$ cat config.mk
export PLATFORM = sky130hd
export DESIGN_NAME = maj_seq_eval
export DESIGN_NICKNAME = d
export VERILOG_FILES = /design/src/rtl/maj_seq_eval.sv
export SDC_FILE = /design/constraint.sdc
export NUM_CORES = 2
export LEC_CHECK = 0
export CAP_MARGIN = 25
export CELL_PAD_IN_SITES_DETAIL_PLACEMENT = 1
export CELL_PAD_IN_SITES_GLOBAL_PLACEMENT = 1
export CORE_MARGIN = 2
export CORE_UTILIZATION = 24
export CTS_CLUSTER_DIAMETER = 120
export CTS_CLUSTER_SIZE = 24
export DETAILED_ROUTE_END_ITERATION = 8
export PLACE_DENSITY_LB_ADDON = 0.25
export SLEW_MARGIN = 20
export SYNTH_ARGS = -nofsm -noshare
export SYNTH_HDL_FRONTEND = slang
export SYNTH_SLANG_ARGS = --single-unit
export TNS_END_PERCENT = 30
$ cat constraint.sdc
create_clock -name clk -period 5.4 [get_ports clk]
set_input_delay 0.54 -clock clk [delete_from_list [all_inputs] [get_ports clk]]
set_output_delay 0.54 -clock clk [all_outputs]
set_load 0.05 [all_outputs]
$ cat src/rtl/maj_seq_eval.sv
// maj_seq_eval: time-multiplexed MAJ3 network evaluator, one node per two cycles.
// Optional feature macro MAJ_SEQ_ERR_CHECK_EN: abort a run on bad operand refs.

module maj_seq_eval #(
    parameter int NUM_PI    = 4,
    parameter int MAX_NODES = 128,
    parameter int AW        = 7,
    parameter int IDX_W     = 8
) (
    input  logic                   clk,
    input  logic                   rst_n,
    input  logic                   prog_we,
    input  logic [AW-1:0]          prog_addr,
    input  logic [3*(IDX_W+1)-1:0] prog_data,
    input  logic [AW:0]            num_nodes,
    input  logic [NUM_PI-1:0]      pi,
    input  logic                   start,
    output logic                   busy,
    output logic                   done,
    output logic                   po,
    output logic                   po_valid,
    output logic                   err
);

    localparam int OW = IDX_W + 1;
    localparam int PW = 3 * OW;

    typedef enum logic [1:0] {
        IDLE,
        FETCH,
        EVAL,
        DONE
    } state_t;

    state_t state, state_nx;

    logic [PW-1:0]        mem [MAX_NODES];
    logic [PW-1:0]        ir;
    logic [MAX_NODES-1:0] nodes;
    logic [NUM_PI-1:0]    pi_l;
    logic [AW:0]          n_l;
    logic [AW-1:0]        pc;
    logic                 po_r;
    logic                 pov_r;

    logic [2:0]           opv;
    logic [2:0]           opbad;
    logic [IDX_W-1:0]     idx;
    logic [IDX_W-1:0]     k;
    logic [NUM_PI-1:0]    psh;
    logic                 res;
    logic                 last;
    logic                 bad;
    logic                 accept;

    // Program store and instruction register; neither is reset.
    always_ff @(posedge clk) begin
        if (prog_we && !busy) begin
            mem[prog_addr] <= prog_data;
        end
        if (state == FETCH) begin
            ir <= mem[pc];
        end
    end

    // Operand decode from the registered instruction and the node file.
    always_comb begin
        opv   = '0;
        opbad = '0;
        idx   = '0;
        k     = '0;
        psh   = '0;
        for (int i = 0; i < 3; i++) begin
            idx = ir[PW-2-i*OW -: IDX_W];
            k   = idx - IDX_W'(NUM_PI + 1);
            psh = pi_l >> (idx - 1'b1);
            if (idx == '0) begin
                opv[i] = 1'b0;
            end else if (idx <= IDX_W'(NUM_PI)) begin
                opv[i] = psh[0];
            end else if (idx <= IDX_W'(NUM_PI + MAX_NODES)) begin
                opv[i] = nodes[k[AW-1:0]];
`ifdef MAJ_SEQ_ERR_CHECK_EN
                opbad[i] = (k >= IDX_W'(pc));
`endif
            end else begin
                opv[i] = 1'b0;
`ifdef MAJ_SEQ_ERR_CHECK_EN
                opbad[i] = 1'b1;
`endif
            end
            opv[i] = opv[i] ^ ir[PW-1-i*OW];
        end
    end

    // Shared majority unit and end-of-program detect.
    always_comb begin
        res  = (opv[0] & opv[1]) | (opv[0] & opv[2]) | (opv[1] & opv[2]);
        last = ({1'b0, pc} == (n_l - 1'b1));
        bad  = |opbad;
    end

    // Sequencer state register.
    always_ff @(posedge clk or negedge rst_n) begin
        if (!rst_n) begin
            state <= IDLE;
        end else begin
            state <= state_nx;
        end
    end

    // Next-state logic and status outputs.
    always_comb begin
        state_nx = state;
        accept   = 1'b0;
        busy     = 1'b0;
        done     = 1'b0;
        unique case (state)
            IDLE: begin
                if (start) begin
                    accept   = 1'b1;
                    state_nx = FETCH;
                end
            end
            FETCH: begin
                busy     = 1'b1;
                state_nx = (n_l == '0) ? DONE : EVAL;
            end
            EVAL: begin
                busy     = 1'b1;
                state_nx = (bad || last) ? DONE : FETCH;
            end
            DONE: begin
                done     = 1'b1;
                state_nx = IDLE;
            end
            default: state_nx = IDLE;
        endcase
    end

    // Run context, node file and result registers.
    always_ff @(posedge clk or negedge rst_n) begin
        if (!rst_n) begin
            pi_l  <= '0;
            n_l   <= '0;
            pc    <= '0;
            nodes <= '0;
            po_r  <= 1'b0;
            pov_r <= 1'b0;
        end else begin
            if (accept) begin
                pi_l  <= pi;
                n_l   <= num_nodes;
                pc    <= '0;
                po_r  <= 1'b0;
                pov_r <= 1'b0;
            end
            if (state == EVAL) begin
                if (bad) begin
                    po_r <= 1'b0;
                end else begin
                    nodes[pc] <= res;
                    if (last) begin
                        po_r <= res;
                    end else begin
                        pc <= pc + 1'b1;
                    end
                end
            end
            if (state != DONE && state_nx == DONE) begin
                pov_r <= 1'b1;
            end
        end
    end

`ifdef MAJ_SEQ_ERR_CHECK_EN
    logic err_r;

    // Sticky operand error, cleared by the next accepted start.
    always_ff @(posedge clk or negedge rst_n) begin
        if (!rst_n) begin
            err_r <= 1'b0;
        end else if (accept) begin
            err_r <= 1'b0;
        end else if (state == EVAL && bad) begin
            err_r <= 1'b1;
        end
    end

    assign err = err_r;
`else
    assign err = 1'b0;
`endif

    assign po       = po_r;
    assign po_valid = pov_r;

endmodule

==> key figures <==
Outcome
  – Status: finished, final reports clean

Worst setup path
  – Setup Crit Path Kind: reg2reg
  – Critical-path top delay cell: sky130_fd_sc_hd__dfrtp_1
  – Arrival time of the worst setup path: around 5.5 ns
  – Maximum fanout count along the critical path: 23
  – Critical path capture point type: flip-flop
  – Category of the worst setup path launch point: flip-flop
  – Ordered list of cells on the worst path: and3b_4, buf_12, buf_4, a22o_1, a221oi_1, a31oi_1, nor4_2, nand3_1, a21oi_2, nand4_1
  – Largest stage delay, worst path: 0.76 ns
  – Data required time at the worst endpoint: ~6.0 ns

STA
  – Sum of negative setup slack: 0 ns
  – Worst Hold Margin: ~0.063 ns
  – Remaining max-slew budget at the tightest pin: 0.2078
  – Final worst setup slack: ~0.57 ns
  – Max Fclk: approximately 210 MHz
  – Period utilization: 0.8947
  – Actual slew at the worst max-slew pin: 1.158 ns
  – Fin. max-slew vios: 0
  – Hold Vio Cnt, Final: 0
  – Total setup violations reported at the end of the flow: 0
  – Minimum clock period: ~4.8 ns
  – RSZ-0062 raised after global routing: false
  – Setup Skew: between 0.08 and 0.09 ns

Global route
  – Final global-route overflow total: 0
  – Global-route wire length before repair: around 700000 um
  – Maximum number of pins on one net before global-route repair: approximately 130
  – Total track usage: 0.1729
  – Initial antenna violation count: 62
  – Via count of the first global-routing pass: between 70000 and 80000

Clock tree
  – CTS buffer count: approximately 180
  – CTS tree: done
  – Clock latency on the worst-skew pair: 0.98 ns
  – Clock Root Buffer: sky130_fd_sc_hd__clkbuf_16
  – H-tree lvl count: 4
  – Clock-pin slew reported for the worst setup and hold paths after clock tree synthesis: ~0.10 ns
  – Count of clock tree sinks: 3634
  – Clock tree buffer depth: 4

Route
  – Routed via count: roughly 80000
  – Detailed-route DRC error count: 0
  – Average vias per placed instance: a little over 5
  – Antenna violation net count after detailed routing: 0
  – Final wirelength: about 500000 um
  – Per-cell routed wire length: 33.42 um
  – First drt pass iteration count: 5
  – Iter 0 DRT Violations: 9758

Floorplan
  – Die ar.: 574500 um2
  – Standard-cell rows: between 200 and 300
  – Top-level I/O count: 55
  – Core Region: 565700 um2
  – Effective utilization at floorplan: 0.2412
  – Die span in x: roughly 760 um
  – Chip height: about 760 um

Logic synthesis
  – Number of enable-type register cells in the synthesized netlist: ~3500
  – Synthesized area: ~140000 um2
  – Sequential-to-total area share from yosys stat: 0.7943
  – Unique masters post-synth: between 70 and 80
  – Most frequent cell after synthesis: sky130_fd_sc_hd__edfxtp_1
  – Syn nets: 7592
  – Dominant register cell in the synthesized netlist: sky130_fd_sc_hd__edfxtp_1
  – Leading area contributor after synthesis: sky130_fd_sc_hd__edfxtp_1
  – Share of flip-flops with an asynchronous set or reset after synthesis: 0.04155
  – Number of synthesis warnings: 0
  – Fraction of synthesized cell area taken by the top area cell type: 0.7666
  – Average size of a mapped cell: roughly 18 um2
  – List of most frequent post-synthesis cells: 3483 x sky130_fd_sc_hd__edfxtp_1, 1120 x sky130_fd_sc_hd__a22oi_1, 409 x sky130_fd_sc_hd__clkbuf_1, 316 x sky130_fd_sc_hd__a22o_1, 310 x sky130_fd_sc_hd__a221oi_1
  – Post-synthesis register bit count: approximately 3600
  – Synth Instances: approximately 7500
  – Cells taking the most area after synthesis: sky130_fd_sc_hd__edfxtp_1 77%, sky130_fd_sc_hd__a22oi_1 6.2%, sky130_fd_sc_hd__dfrtp_1 2.8%, sky130_fd_sc_hd__a22o_1 2.0%, sky130_fd_sc_hd__a221oi_1 2.0%

Placed design
  – RD Place Congestion: about 0.84
  – Placed Instances: between 15000 and 20000
  – IO buf count: 53
  – HPWL reported at the end of detailed placement: 318300 um
  – Worst-case setup slack after placement: around 0.47 ns

Power and ir drop
  – Peak supply drop: between 0.5 and 0.6 mV
  – Leak pwr: 45.38 nW
  – Power Density: just over 400 nW/um2

Cells and area
  – Layout Area Growth over Synthesis: 14.09%
  – Ratio of cells with drive above 1 in the final layout: 0.1543
  – Nets@finish: approximately 8000
  – Finished Core Util: 0.2752
  – Final cell count without fillers: 15350

Flow run
  – Number of max-cap violations: 0

Min path
  – Class of the tightest hold or removal check: in2reg
==> cells in the final DEF (no fill, tap or decap), drive strengths merged, types with 13 or more instances in the layout <==
| master | Yosys | routed |
|---|---|---|
| o21ai | 101 | 101 |
| nor3 | 20 | 20 |
| a21oi | 200 | 200 |
| mux4 | 111 | 111 |
| edfxtp | 3483 | 3483 |
| a31oi | 326 | 326 |
| nand4 | 223 | 223 |
| mux2i | 22 | 22 |
| diode | 0 | 36 |
| a221oi | 310 | 310 |
| mux2 | 16 | 16 |
| nor2 | 183 | 183 |
| o22ai | 13 | 13 |
| nor4 | 27 | 27 |
| nor2b | 19 | 19 |
| xnor2 | 18 | 18 |
| dfrtp | 151 | 151 |
| clkdlybuf4s50 | 0 | 25 |
| nand2 | 55 | 55 |
| a22o | 316 | 316 |
| inv | 20 | 29 |
| buf | 150 | 599 |
| clkbuf | 409 | 189 |
| nand3 | 46 | 46 |
| o211ai | 48 | 48 |
| a22oi | 1120 | 1120 |
| xor2 | 14 | 14 |
==> sequential cells by signal (all words and copies together), names as in the netlist <==
name	cells
mem	3456
nodes	128
ir	27
n_l	8
pc	7
pi_l	4
state	2
po	1
po_valid	1
==> timing repair <==
action                    4_1_cts  5_1_grt
buffers inserted                0        0
hold buffers                    8        0
gates resized for setup         0        0
hold endpoints to repair      194        0
==> layer usage <==
layer  global-route usage  part of all wire
met4              0.04483             0.028
met1               0.2467              0.44
met2               0.2775              0.47
met3              0.02229             0.065
met5                    0           0.00025
==> critical path, delay by kind of cell (launching register included) <==
kind | cells | cell delay [ns]
compound gates | 4 | 1.45
simple gates | 4 | 1.67
flops | 1 | 0.76
buf+inv | 2 | 0.56
==> cells by family after synthesis <==
family | count (synthesis) | share of synthesized area
xor gates and xnor gates | 32 | 0.002164
buffers and inverters | 579 | 0.01719
AOI/OAI and AO/OA | 2489 | 0.1394
and+or+nand+nor | 635 | 0.02452
muxes | 149 | 0.02131
adders and majority gates | 12 | 0.001091
DFF | 3634 | 0.7943
other | 1 | 0.00002749
==> through the flow <==
stage,cell area [um2],power [mW]
5_1_grt,155600,65.80
2_1_floorplan,136400,40.99
3_5_place_dp,150700,49.42
4_1_cts,155500,64.35
3_3_place_gp,150300,49.25
6_report,155700,63.78
==> worst paths after layout <==
check | start | to | slack (ns) | cells past startpoint
max | pc[1]$_DFF_PN0_ | ir[22]$_DFFE_PP_ | 0.57 | 10
min | prog_data[13] | mem[97][13]$_DFFE_PP_ | 0.06 | 1
max reg2reg | pc[1]$_DFF_PN0_ | ir[22]$_DFFE_PP_ | 0.57 | 10
min reg2reg | po_valid$_DFFE_PN0P_ | po_valid$_DFFE_PN0P_ | 0.51 | 1
max in group asynchronous | rst_n | nodes[29]$_DFFE_PN0P_ | 3.85 | 3
min in group asynchronous | rst_n | nodes[53]$_DFFE_PN0P_ | 0.24 | 2
==> layout make-up <==
class / instances / area [um2]
multi-input cells: 3318 / 26870
repair buffers: 632 / 6138
clock inverters: 17 / 241.5
inverters: 20 / 75.07
well taps: 7506 / 9392
diodes: 36 / 90.09
fillers: 58520 / 410000
flip-flops and latches: 3634 / 108400
clock buffers: 189 / 4474
==> where the power goes <==
part | internal, mW | switching (mW) | total (mW) | leakage, nW
Sequential | 31.2 | 0.537 | 31.8 | 33.4
Clock | 6.01 | 9.11 | 15.1 | 2.31
Combinational | 5.17 | 11.7 | 16.9 | 9.69
Total | 42.4 | 21.4 | 63.8 | 45.4
No activity file was read; power rests on OpenSTA's default activity.
